## config.mk

```make
export PLATFORM = sky130hd
export DESIGN_NAME = rob_commit_unit_flat
export DESIGN_NICKNAME = d
export VERILOG_FILES = /design/src/rtl/rob_commit_if.sv /design/src/rtl/rob_commit_unit.sv /design/src/flat_wrapper.sv
export SDC_FILE = /design/constraint.sdc
export NUM_CORES = 2
export LEC_CHECK = 0
export ABC_CLOCK_PERIOD_IN_PS = 25600
export BUFFER_PORTS_ARGS = -buffer_cell sky130_fd_sc_hd__buf_2
export CAP_MARGIN = 20
export CORE_ASPECT_RATIO = 1.1
export CORE_UTILIZATION = 40
export CTS_CLUSTER_DIAMETER = 50
export DETAILED_ROUTE_END_ITERATION = 6
export PLACE_DENSITY = 0.62
export SLEW_MARGIN = 5
export SYNTH_ARGS = -nofsm -noshare
export SYNTH_HDL_FRONTEND = slang
export SYNTH_SLANG_ARGS = --single-unit
```

## constraint.sdc

```tcl
create_clock -name clk_i -period 25.6 [get_ports clk_i]
set_clock_uncertainty 0.05 [all_clocks]
set_input_delay 7.68 -clock clk_i [delete_from_list [all_inputs] [get_ports clk_i]]
set_output_delay 7.68 -clock clk_i [all_outputs]
set_load 0.1 [all_outputs]
```

## src/rtl/rob_commit_if.sv

```systemverilog
// Dispatch, finish and commit signal bundle of the reorder buffer.
// The slave side is the ROB; the master side is dispatch, execution units and ARF/rename.
interface rob_commit_if #(
  parameter int RRF_SEL = 6,
  parameter int REG_SEL = 5
);
  logic               stall_dp_i;
  logic [RRF_SEL-1:0] rrfptr_i;
  logic               dp1_valid_i, dp2_valid_i;
  logic               dp1_dst_en_i, dp2_dst_en_i;
  logic [REG_SEL-1:0] dp1_dstnum_i, dp2_dstnum_i;

  logic               fin_we_alu1_i, fin_we_alu2_i, fin_we_ldst_i, fin_we_mul_i, fin_we_branch_i;
  logic [RRF_SEL-1:0] fin_rrftag_alu1_i, fin_rrftag_alu2_i, fin_rrftag_ldst_i;
  logic [RRF_SEL-1:0] fin_rrftag_mul_i, fin_rrftag_branch_i;

  logic [1:0]         com_inst_num_o;
  logic               completed1_we_o, completed2_we_o;
  logic [REG_SEL-1:0] completed1_dstnum_o, completed2_dstnum_o;
  logic [RRF_SEL-1:0] completed1_rrftag_o, completed2_rrftag_o;
  logic [RRF_SEL-1:0] comptr_o;
  logic               rob_empty_o;

  modport slave (
    input  stall_dp_i, rrfptr_i, dp1_valid_i, dp2_valid_i, dp1_dst_en_i, dp2_dst_en_i,
           dp1_dstnum_i, dp2_dstnum_i,
           fin_we_alu1_i, fin_we_alu2_i, fin_we_ldst_i, fin_we_mul_i, fin_we_branch_i,
           fin_rrftag_alu1_i, fin_rrftag_alu2_i, fin_rrftag_ldst_i, fin_rrftag_mul_i,
           fin_rrftag_branch_i,
    output com_inst_num_o, completed1_we_o, completed2_we_o, completed1_dstnum_o,
           completed2_dstnum_o, completed1_rrftag_o, completed2_rrftag_o, comptr_o, rob_empty_o
  );

  modport master (
    output stall_dp_i, rrfptr_i, dp1_valid_i, dp2_valid_i, dp1_dst_en_i, dp2_dst_en_i,
           dp1_dstnum_i, dp2_dstnum_i,
           fin_we_alu1_i, fin_we_alu2_i, fin_we_ldst_i, fin_we_mul_i, fin_we_branch_i,
           fin_rrftag_alu1_i, fin_rrftag_alu2_i, fin_rrftag_ldst_i, fin_rrftag_mul_i,
           fin_rrftag_branch_i,
    input  com_inst_num_o, completed1_we_o, completed2_we_o, completed1_dstnum_o,
           completed2_dstnum_o, completed1_rrftag_o, completed2_rrftag_o, comptr_o, rob_empty_o
  );
endinterface

```

## src/rtl/rob_commit_unit.sv

```systemverilog
// In-order retirement engine: one entry per RRF tag, up to two retirements per cycle
// from the head, with same-register kill so only the younger write reaches the ARF.
module rob_entry #(
  parameter int REG_SEL = 5
) (
  input  logic               clk_i,
  input  logic               reset_i,
  input  logic               dp_we_i,
  input  logic               dp_dst_en_i,
  input  logic [REG_SEL-1:0] dp_dstnum_i,
  input  logic               fin_i,
  input  logic               ret_i,
  output logic               valid_o,
  output logic               finished_o,
  output logic               dst_en_o,
  output logic [REG_SEL-1:0] dstnum_o
);
  logic               valid_q, valid_d, fin_q, fin_d, dst_en_q, dst_en_d;
  logic [REG_SEL-1:0] dstnum_q, dstnum_d;

  // Dispatch into a retiring entry never happens; dispatch is applied last anyway.
  always_comb begin
    valid_d  = valid_q;
    fin_d    = fin_q;
    dst_en_d = dst_en_q;
    dstnum_d = dstnum_q;
    if (fin_i && valid_q) fin_d = 1'b1;
    if (ret_i) begin
      valid_d = 1'b0;
      fin_d   = 1'b0;
    end
    if (dp_we_i) begin
      valid_d  = 1'b1;
      fin_d    = 1'b0;
      dst_en_d = dp_dst_en_i;
      dstnum_d = dp_dstnum_i;
    end
  end

  always_ff @(posedge clk_i or posedge reset_i) begin
    if (reset_i) begin
      valid_q  <= 1'b0;
      fin_q    <= 1'b0;
      dst_en_q <= 1'b0;
      dstnum_q <= '0;
    end else begin
      valid_q  <= valid_d;
      fin_q    <= fin_d;
      dst_en_q <= dst_en_d;
      dstnum_q <= dstnum_d;
    end
  end

  assign valid_o    = valid_q;
  assign finished_o = fin_q;
  assign dst_en_o   = dst_en_q;
  assign dstnum_o   = dstnum_q;
endmodule

module rob_commit_unit #(
  parameter int RRF_NUM = 64,
  parameter int RRF_SEL = 6,
  parameter int REG_SEL = 5
) (
  input  logic          clk_i,
  input  logic          reset_i,
  rob_commit_if.slave   bus
);
  localparam int FU = 5;

  logic [FU-1:0]                  fin_we;
  logic [FU-1:0][RRF_SEL-1:0]     fin_tag;
  logic [RRF_NUM-1:0]             valid, finished, dst_en;
  logic [RRF_NUM-1:0][REG_SEL-1:0] dstnum;
  logic [RRF_SEL-1:0]             dp2_ptr, head1, head2;
  logic [RRF_SEL-1:0]             comptr_q, comptr_d;
  logic                           c1, c2, kill;
  logic [1:0]                     com_num;

  assign fin_we  = {bus.fin_we_branch_i, bus.fin_we_mul_i, bus.fin_we_ldst_i,
                    bus.fin_we_alu2_i, bus.fin_we_alu1_i};
  assign fin_tag = {bus.fin_rrftag_branch_i, bus.fin_rrftag_mul_i, bus.fin_rrftag_ldst_i,
                    bus.fin_rrftag_alu2_i, bus.fin_rrftag_alu1_i};

  assign dp2_ptr = bus.rrfptr_i + 1'b1;
  assign head1   = comptr_q;
  assign head2   = comptr_q + 1'b1;

  assign c1      = valid[head1] & finished[head1];
  assign c2      = c1 & valid[head2] & finished[head2];
  assign kill    = c2 & dst_en[head1] & dst_en[head2] & (dstnum[head1] == dstnum[head2]);
  assign com_num = {1'b0, c1} + {1'b0, c2};

  for (genvar i = 0; i < RRF_NUM; i++) begin : g_ent
    localparam logic [RRF_SEL-1:0] TAG = RRF_SEL'(i);
    logic          hit1, hit2, dp_we, fin, ret;
    logic [FU-1:0] fu_hit;

    for (genvar u = 0; u < FU; u++) begin : g_fu
      assign fu_hit[u] = fin_we[u] && (fin_tag[u] == TAG);
    end

    assign hit1  = bus.dp1_valid_i && (bus.rrfptr_i == TAG);
    assign hit2  = bus.dp2_valid_i && (dp2_ptr == TAG);
    assign dp_we = !bus.stall_dp_i && (hit1 || hit2);
    assign fin   = |fu_hit;
    assign ret   = (c1 && (head1 == TAG)) || (c2 && (head2 == TAG));

    rob_entry #(.REG_SEL(REG_SEL)) u_ent (
      .clk_i       (clk_i),
      .reset_i     (reset_i),
      .dp_we_i     (dp_we),
      .dp_dst_en_i (hit2 ? bus.dp2_dst_en_i : bus.dp1_dst_en_i),
      .dp_dstnum_i (hit2 ? bus.dp2_dstnum_i : bus.dp1_dstnum_i),
      .fin_i       (fin),
      .ret_i       (ret),
      .valid_o     (valid[i]),
      .finished_o  (finished[i]),
      .dst_en_o    (dst_en[i]),
      .dstnum_o    (dstnum[i])
    );
  end

  assign comptr_d = comptr_q + RRF_SEL'(com_num);

  always_ff @(posedge clk_i or posedge reset_i) begin
    if (reset_i) comptr_q <= '0;
    else         comptr_q <= comptr_d;
  end

  // Idle commit slots drive zero so the bus is quiet when nothing retires.
  assign bus.com_inst_num_o      = com_num;
  assign bus.completed1_we_o     = c1 & dst_en[head1] & ~kill;
  assign bus.completed2_we_o     = c2 & dst_en[head2];
  assign bus.completed1_dstnum_o = c1 ? dstnum[head1] : '0;
  assign bus.completed2_dstnum_o = c2 ? dstnum[head2] : '0;
  assign bus.completed1_rrftag_o = c1 ? head1 : '0;
  assign bus.completed2_rrftag_o = c2 ? head2 : '0;
  assign bus.comptr_o            = comptr_q;
  assign bus.rob_empty_o         = ~|valid;
endmodule

```

## src/flat_wrapper.sv

```systemverilog
// flat-port wrapper written by rule: the top's interface ports become plain ports
module rob_commit_unit_flat 
#(
  parameter int RRF_NUM = 64,
  parameter int RRF_SEL = 6,
  parameter int REG_SEL = 5
)
  (clk_i, reset_i, bus_stall_dp_i, bus_rrfptr_i, bus_dp1_valid_i, bus_dp2_valid_i, bus_dp1_dst_en_i, bus_dp2_dst_en_i, bus_dp1_dstnum_i, bus_dp2_dstnum_i, bus_fin_we_alu1_i, bus_fin_we_alu2_i, bus_fin_we_ldst_i, bus_fin_we_mul_i, bus_fin_we_branch_i, bus_fin_rrftag_alu1_i, bus_fin_rrftag_alu2_i, bus_fin_rrftag_ldst_i, bus_fin_rrftag_mul_i, bus_fin_rrftag_branch_i, bus_com_inst_num_o, bus_completed1_we_o, bus_completed2_we_o, bus_completed1_dstnum_o, bus_completed2_dstnum_o, bus_completed1_rrftag_o, bus_completed2_rrftag_o, bus_comptr_o, bus_rob_empty_o);
  rob_commit_if #(.RRF_SEL(RRF_SEL), .REG_SEL(REG_SEL)) bus_i ();
  input  logic clk_i;
  input  logic reset_i;
  input wire logic [$bits(bus_i.stall_dp_i)-1:0] bus_stall_dp_i;
  input wire logic [$bits(bus_i.rrfptr_i)-1:0] bus_rrfptr_i;
  input wire logic [$bits(bus_i.dp1_valid_i)-1:0] bus_dp1_valid_i;
  input wire logic [$bits(bus_i.dp2_valid_i)-1:0] bus_dp2_valid_i;
  input wire logic [$bits(bus_i.dp1_dst_en_i)-1:0] bus_dp1_dst_en_i;
  input wire logic [$bits(bus_i.dp2_dst_en_i)-1:0] bus_dp2_dst_en_i;
  input wire logic [$bits(bus_i.dp1_dstnum_i)-1:0] bus_dp1_dstnum_i;
  input wire logic [$bits(bus_i.dp2_dstnum_i)-1:0] bus_dp2_dstnum_i;
  input wire logic [$bits(bus_i.fin_we_alu1_i)-1:0] bus_fin_we_alu1_i;
  input wire logic [$bits(bus_i.fin_we_alu2_i)-1:0] bus_fin_we_alu2_i;
  input wire logic [$bits(bus_i.fin_we_ldst_i)-1:0] bus_fin_we_ldst_i;
  input wire logic [$bits(bus_i.fin_we_mul_i)-1:0] bus_fin_we_mul_i;
  input wire logic [$bits(bus_i.fin_we_branch_i)-1:0] bus_fin_we_branch_i;
  input wire logic [$bits(bus_i.fin_rrftag_alu1_i)-1:0] bus_fin_rrftag_alu1_i;
  input wire logic [$bits(bus_i.fin_rrftag_alu2_i)-1:0] bus_fin_rrftag_alu2_i;
  input wire logic [$bits(bus_i.fin_rrftag_ldst_i)-1:0] bus_fin_rrftag_ldst_i;
  input wire logic [$bits(bus_i.fin_rrftag_mul_i)-1:0] bus_fin_rrftag_mul_i;
  input wire logic [$bits(bus_i.fin_rrftag_branch_i)-1:0] bus_fin_rrftag_branch_i;
  output wire logic [$bits(bus_i.com_inst_num_o)-1:0] bus_com_inst_num_o;
  output wire logic [$bits(bus_i.completed1_we_o)-1:0] bus_completed1_we_o;
  output wire logic [$bits(bus_i.completed2_we_o)-1:0] bus_completed2_we_o;
  output wire logic [$bits(bus_i.completed1_dstnum_o)-1:0] bus_completed1_dstnum_o;
  output wire logic [$bits(bus_i.completed2_dstnum_o)-1:0] bus_completed2_dstnum_o;
  output wire logic [$bits(bus_i.completed1_rrftag_o)-1:0] bus_completed1_rrftag_o;
  output wire logic [$bits(bus_i.completed2_rrftag_o)-1:0] bus_completed2_rrftag_o;
  output wire logic [$bits(bus_i.comptr_o)-1:0] bus_comptr_o;
  output wire logic [$bits(bus_i.rob_empty_o)-1:0] bus_rob_empty_o;
  assign bus_i.stall_dp_i = bus_stall_dp_i;
  assign bus_i.rrfptr_i = bus_rrfptr_i;
  assign bus_i.dp1_valid_i = bus_dp1_valid_i;
  assign bus_i.dp2_valid_i = bus_dp2_valid_i;
  assign bus_i.dp1_dst_en_i = bus_dp1_dst_en_i;
  assign bus_i.dp2_dst_en_i = bus_dp2_dst_en_i;
  assign bus_i.dp1_dstnum_i = bus_dp1_dstnum_i;
  assign bus_i.dp2_dstnum_i = bus_dp2_dstnum_i;
  assign bus_i.fin_we_alu1_i = bus_fin_we_alu1_i;
  assign bus_i.fin_we_alu2_i = bus_fin_we_alu2_i;
  assign bus_i.fin_we_ldst_i = bus_fin_we_ldst_i;
  assign bus_i.fin_we_mul_i = bus_fin_we_mul_i;
  assign bus_i.fin_we_branch_i = bus_fin_we_branch_i;
  assign bus_i.fin_rrftag_alu1_i = bus_fin_rrftag_alu1_i;
  assign bus_i.fin_rrftag_alu2_i = bus_fin_rrftag_alu2_i;
  assign bus_i.fin_rrftag_ldst_i = bus_fin_rrftag_ldst_i;
  assign bus_i.fin_rrftag_mul_i = bus_fin_rrftag_mul_i;
  assign bus_i.fin_rrftag_branch_i = bus_fin_rrftag_branch_i;
  assign bus_com_inst_num_o = bus_i.com_inst_num_o;
  assign bus_completed1_we_o = bus_i.completed1_we_o;
  assign bus_completed2_we_o = bus_i.completed2_we_o;
  assign bus_completed1_dstnum_o = bus_i.completed1_dstnum_o;
  assign bus_completed2_dstnum_o = bus_i.completed2_dstnum_o;
  assign bus_completed1_rrftag_o = bus_i.completed1_rrftag_o;
  assign bus_completed2_rrftag_o = bus_i.completed2_rrftag_o;
  assign bus_comptr_o = bus_i.comptr_o;
  assign bus_rob_empty_o = bus_i.rob_empty_o;
  rob_commit_unit #(.RRF_NUM(RRF_NUM), .RRF_SEL(RRF_SEL), .REG_SEL(REG_SEL)) u_core (.clk_i(clk_i), .reset_i(reset_i), .bus(bus_i));
endmodule
```

; ---- After elaboration in Yosys (flattened, before gate mapping)
; Cells that the tools add are included.
[word_totals]
reg_bits = 518
input_bits = 58
output_inout_bits = 33
wordCells = 2345
[op_classes]
add_sub_neg = 4
order_cmp = 2
eq_ne = 568
muxes = 468
n_bitwise = 10
n_reduce_logical = 1036
[op_table]
columns = cell, count
row1 = $eq A6 B6 Y1 const B, 288
row2 = $eq A6 B5 Y1 const B, 144
row3 = $logic_and A1 B1 Y1, 704
row4 = $eq A6 B4 Y1 const B, 72
row5 = $mux W1, 390
row6 = $mux W5, 68
row7 = $reduce_or A5 Y1, 64
row8 = $eq A6 B3 Y1 const B, 36
row9 = $reduce_bool A3 Y1, 64
row10 = $logic_or A1 B1 Y1, 128
row11 = $reduce_bool A2 Y1, 64
row12 = $eq A6 B2 Y1 const B, 18
row13 = $reduce_or A64 Y1, 1
row14 = $bmux W5 S6, 2
row15 = $eq A6 B1 Y1 const B, 9
row16 = $logic_not A6 Y1, 9
row17 = $bmux W1 S6, 6
row18 = $lt A6 B7 Y1 const B, 2
row19 = $add A6 B1 Y6 const B, 2
row20 = $mux W6, 2
row21 = $and A1 B1 Y1, 9
row22 = $add A6 B2 Y6, 1
row23 = $eq A5 B5 Y1, 1
row24 = $add A1 B1 Y2, 1
row25 = 2 further kinds, 3

; ---- Longest topological paths before layout
[depth]
depth_word = 10
mapped_depth = 24
ltp_nobuf = 16

; ---- Hierarchy
; From an unflattened synthesis, not the netlist that was laid out.
[hier_totals]
hier_cells = 3453
area_unflattened_um2 = 38892.3
[modules_own_cells]
columns = module, instances, cells_per_inst, area_per_inst_um2, seq_area_each_um2
row1 = rob_entry, 64, 20, 327.8, 200.2
row2 = rob_commit_unit, 1, 2173, 17912.2, 150.1

; ---- Least setup slack after synthesis
; Ideal clock, no wire load.
[synth_path]
path_type = reg2out
start = reg u_core.comptr_q[1], in the netlist u_core.bus.comptr_o[1]
end = out bus_completed1_we_o
arrival_ps = 6746
required_ps = 17870
slack_ps = 11124
stages_incl_launch_ff = 17
n_path_buf = 8
cell_sequence = dfrtp_1 > buf_2 > buf_6 > buf_4 > buf_2 > buf_1 > inv_1 > ha_1 > buf_2 > buf_2 > buf_1 > mux4_2 > mux4_2 > nand2_1 > nand3_1 > and4_1 > a31oi_1
[synth_via]
elab_chain_cells = 10
word_cells_on_any_way = 27
cone_classes = add/sub (1) / eq/ne (1) / mux (16) / bitwise (9)
[synth_lines]
columns = item, line_no
row1 = from (decl), rob_commit_unit.sv:76  ; logic [RRF_SEL-1:0] comptr_q, comptr_d;
row2 = from (signal assigned), rob_commit_unit.sv:128  ; else comptr_q <= comptr_d;
row3 = $add A6 B1 Y6 / $bmux W1 S6 (equally long branches), "rob_commit_unit.sv:87, rob_commit_unit.sv:89"
row4 = $bmux W1 S6 / $mux W1 (equally long branches), "rob_commit_unit.sv:90, rob_commit_unit.sv:89"
row5 = $mux W1 (not written as such) / $and A1 B1 Y1 (equally long branches), "rob_commit_unit.sv:90, rob_commit_unit.sv:89"
row6 = $and A1 B1 Y1 (2 in a row), rob_commit_unit.sv:90  ; assign c2 = c1 & valid[head2] & finished[head2];
row7 = $and A1 B1 Y1 (3 in a row), rob_commit_unit.sv:91  ; assign kill = c2 & dst_en[head1] & dst_en[head2] & (dstnum[head1] == dstnum[head2]);
row8 = $not A1 Y1, rob_commit_unit.sv:133  ; assign bus.completed1_we_o = c1 & dst_en[head1] & ~kill;
row9 = $and A1 B1 Y1 *, rob_commit_unit.sv:133
row10 = to (decl), flat_wrapper.sv:31  ; output wire logic [$bits(bus_i.completed1_we_o)-1:0] bus_completed1_we_o;
; Mark *: on every way between the ends. The rest lies on a longest branch, timed or not. The select of a mux whose other input is x is not followed.

; ---- Final worst setup path
[layout_path]
start = reg u_core.comptr_q[1], in the netlist u_core.bus.comptr_o[1]
end = out bus_com_inst_num_o[0]
[layout_via]
elab_chain_cells = 6
word_cells_on_any_way = 13
cone_classes = add/sub (2) / mux (8) / bitwise (3)
[layout_lines]
columns = item, line_no
row1 = $add A6 B1 Y6 / $bmux W1 S6 (equally long branches), "rob_commit_unit.sv:87, rob_commit_unit.sv:89"
row2 = $bmux W1 S6 / $mux W1 (equally long branches), "rob_commit_unit.sv:90, rob_commit_unit.sv:89"
row3 = $mux W1 (not written as such) / $and A1 B1 Y1 (equally long branches), "rob_commit_unit.sv:90, rob_commit_unit.sv:89"
row4 = $and A1 B1 Y1 (2 in a row), rob_commit_unit.sv:90
row5 = $add A1 B1 Y2 *, rob_commit_unit.sv:92  ; assign com_num = {1'b0, c1} + {1'b0, c2};
row6 = to (decl), flat_wrapper.sv:30  ; output wire logic [$bits(bus_i.com_inst_num_o)-1:0] bus_com_inst_num_o;
; Marked as above.

==> summary.md <==
| Metric | Value |
|---|---|
| Outcome | `finished clean` |
| Wirelength per Cell | `30.32 um` |
| Crit path capture type | `output pin` |
| Number of cells in the finished layout apart from fillers | `4828` |
| Fraction of layout cells with a size suffix above 1 | `0.1696` |
| Proportion of synthesized chip area in sequential cells | `0.3683` |
| EDFF count, synth | `0` |
| Number of global-route vias before repair | `29940` |
| Cts bufs inserted | `77` |
| Area of the die | `89180 um2` |
| TritonCTS Sinks | `518` |
| Floorplan die height | `roughly 310 um` |
| Top-level I/O count | `91` |
| X dimension of the die | `between 200 and 300 um` |
| Ranking of synthesized cells by area | `sky130_fd_sc_hd__dfrtp_1, sky130_fd_sc_hd__mux4_2, sky130_fd_sc_hd__mux2i_1` |
| Detailed-route vias per instance | `6.568` |
| Final Hold Violating Endpoints | `0` |
| Largest area contributor in the netlist | `sky130_fd_sc_hd__dfrtp_1` |
| Clock network latency to the later pin of the worst-skew pair | `0.64 ns` |
| Setup TNS | `0 ns` |
| Post-CTS clock slew at the launch and capture registers of the worst setup and hold paths | `0.05 ns` |
| WS Path Type | `reg -> out` |
| Cell count after synthesis | `3674` |
| Avg Cell Area, Syn | `9.579 um2` |
| Wire length after detailed routing | `about 150000 um` |
| Worst-Margin Slew | `1.218 ns` |
| Global-route wire length before repair | `212300 um` |
| Most frequent cells after synthesis | `sky130_fd_sc_hd__nor2_1, sky130_fd_sc_hd__dfrtp_1, sky130_fd_sc_hd__mux2i_1` |
| Buffers from clock root to sink, at most | `3` |
| Post-synthesis cell type count | `between 60 and 70` |
| Max rail drop VDD | `about 0.11 mV` |
| Antenna violations before repair | `8` |
| Critical R2R Capture | `u_core.bus.comptr_o[4]` |
| Overall power of the completed layout | `4786 uW` |
| Max Fclk | `0.06904 GHz` |
| Part of the cycle the worst path needs | `0.5658` |
| Most common cell in the synthesized netlist | `sky130_fd_sc_hd__nor2_1` |
| RSZ-0062 raised after global routing | `no` |
| Total GRT Usage | `0.3237` |
| Critical Path Fanout Max | `58` |
| Register-to-register setup slack | `18.93 ns` |
| Tightest Hold Check Type | `reg -> reg` |
| Startpoint class of the critical path | `flop` |
| Startpoint of the worst-slack reg-to-reg timing path | `u_core.bus.comptr_o[1]` |
| CTS tree | `built` |
| Post-route minimum period | `between 10 and 15 ns` |
| Leakage Power | `between 0.015 and 0.02 uW` |
| Capture point of the critical path | `bus_com_inst_num_o[0]` |
| Detailed-placement wirelength estimate | `~100000 um` |
| Start point of the critical path | `u_core.bus.comptr_o[1]` |
| CTS-repair resized insts | `0` |
| Cell at the root of the clock tree | `sky130_fd_sc_hd__clkbuf_16` |
| Area of the multi-input gates | `20690 um2` |
| Final setup violation count | `0` |
| Required time of the worst setup path | `17.87 ns` |
| Buffers on Ports | `90` |
| Setup Slack @ Placement | `12.02 ns` |
| Drt first-iter violations | `4456` |
| Final core area utilization | `0.4516` |
| Total of max-cap violations | `0` |
| Core Rows | `113` |
| FF-to-FF path depth | `15` |
| Remaining design rule violation count | `0` |
| Final Slew Violations | `0` |
| GRT overflow | `0` |
| Fill cell instance count of the final layout | `8306` |
| Power density relative to cell area | `between 100 and 150 nW/um2` |
| Share of the synthesized area in the top cell type | `0.3683` |
| Signed area change from the synthesized netlist to the final layout | `11.20%` |
| Sequential cell area | `12970 um2` |
| Yosys warning total | `0` |
| Netlist area before placement | `35190 um2` |
| Placeable core area | `86670 um2` |
| Count of placed standard cells including taps | `4683` |
| DR pass1 iterations | `6` |
| Relative slew slack | `0.1818` |
| Setup Fix Bufs, Post-CTS | `0` |
| Final net count | `3680` |
| Via count | `31710` |
| Post-detailed-route count of antenna-violating nets | `0` |
| Dominant register cell in the synthesized netlist | `sky130_fd_sc_hd__dfrtp_1` |
| Worst setup slack after layout | `11.12 ns` |
| Mapped Nets | `~3700` |
| Starting density of the core | `0.4061` |
| Largest net degree at the start of global routing | `about 140` |
| Final weighted congestion of routability-driven global placement | `1.061` |
| Synth Register Bits | `518` |
| Share of flip-flops with an asynchronous set or reset | `1.000` |
| Post-cts hold buffer count | `0` |
| Number of levels in the clock H-tree | `3` |
| Arrival time of data at the critical path endpoint | `6.75 ns` |
-- metrics by stage --
step                hold slack (ns)  cell area [um2]
global route                 0.4651            39130
global placement             0.4316            36430
CTS                          0.4472            39120
detailed placement           0.4349            36430
finish                       0.4451            39140
floorplan                    0.4110            35190
-- report_power, final --
part	total (uW)	internal (uW)	switching, uW
registers	1260	1020	234
clock network	1130	695	431
logic	2400	933	1470
total	4790	2650	2140
-- flip-flops by register name, indices dropped and copies added (netlist names) --
signal,flops
u_core.g_ent.u_ent.dst_en_o,64
u_core.g_ent.u_ent.finished_o,64
u_core.g_ent.u_ent.valid_o,64
u_core.g_ent.u_ent.dstnum_o,320
u_core.bus.comptr_o,6
-- per-layer routing --
layer	track usage	part of all wire
met1	0.4225	0.38
met2	0.4834	0.44
met3	0.08443	0.11
met4	0.1933	0.068
met5	0	0.0012
-- worst max-delay path: stages, from the launching register on --
cell and delay (ns):
sky130_fd_sc_hd__dfrtp_4 0.77, sky130_fd_sc_hd__buf_4 0.72, sky130_fd_sc_hd__buf_4 0.87, sky130_fd_sc_hd__nand2_1 0.32
sky130_fd_sc_hd__o22ai_1 0.89, sky130_fd_sc_hd__a22oi_1 0.36, sky130_fd_sc_hd__a22o_1 0.34, sky130_fd_sc_hd__a211o_1 0.40
sky130_fd_sc_hd__nand2_1 0.43, sky130_fd_sc_hd__inv_1 0.10, sky130_fd_sc_hd__ha_1 0.32, sky130_fd_sc_hd__buf_2 0.51
-- layout by cell type, fill, tap and decap left out, drive strengths merged, types with 21 or more instances in the layout --
cell type	n
dfrtp	518
nor2	533
nand3	93
o221ai	41
nand2	303
o22ai	161
clkbuf	101
a21oi	442
a22oi	21
mux4	239
inv	74
nor3	73
o21ai	142
o21bai	38
buf	173
nor2b	29
mux2i	462
-- worst min path at each step --
stage	start	end	slack [ns]	cells after the start
floorplan	u_core.g_ent[18].u_ent.dstnum_o[1]	u_core.g_ent[18].u_ent.dstnum_o[1]	0.41	2
global placement	u_core.g_ent[26].u_ent.dstnum_o[4]	u_core.g_ent[26].u_ent.dstnum_o[4]	0.43	2
finish	u_core.g_ent[22].u_ent.dstnum_o[4]	u_core.g_ent[22].u_ent.dstnum_o[4]	0.45	2
detailed placement	u_core.g_ent[22].u_ent.dstnum_o[4]	u_core.g_ent[22].u_ent.dstnum_o[4]	0.43	2
global route	u_core.g_ent[30].u_ent.dst_en_o	u_core.g_ent[30].u_ent.dst_en_o	0.47	2
CTS	u_core.g_ent[22].u_ent.dstnum_o[4]	u_core.g_ent[22].u_ent.dstnum_o[4]	0.45	2
-- cells by family after synthesis --
kind of cell,Yosys count,share of synthesized area
XOR/XNOR,17,0.004657
multiplexers,702,0.2847
flip-flops,518,0.3683
AND/OR/NAND/NOR,1144,0.1405
buffers and inverters,376,0.04757
adder cells (fa/ha/maj),9,0.003413
AO/OA/AOI/OAI,908,0.1509
-- area by class of cell --
| cell class | instances | area share |
|---|---|---|
| Multi-Input combinational cell | 2780 | 0.5286 |
| Sequential cell | 518 | 0.3315 |
| Clock inverter | 39 | 0.01317 |
| Antenna cell | 4 | 0.0002558 |
| Tap cell | 1150 | 0.03677 |
| Clock buffer | 101 | 0.05547 |
| Inverter | 63 | 0.006234 |
| Timing Repair Buffer | 173 | 0.02807 |
(Power assumes the default switching activity.)
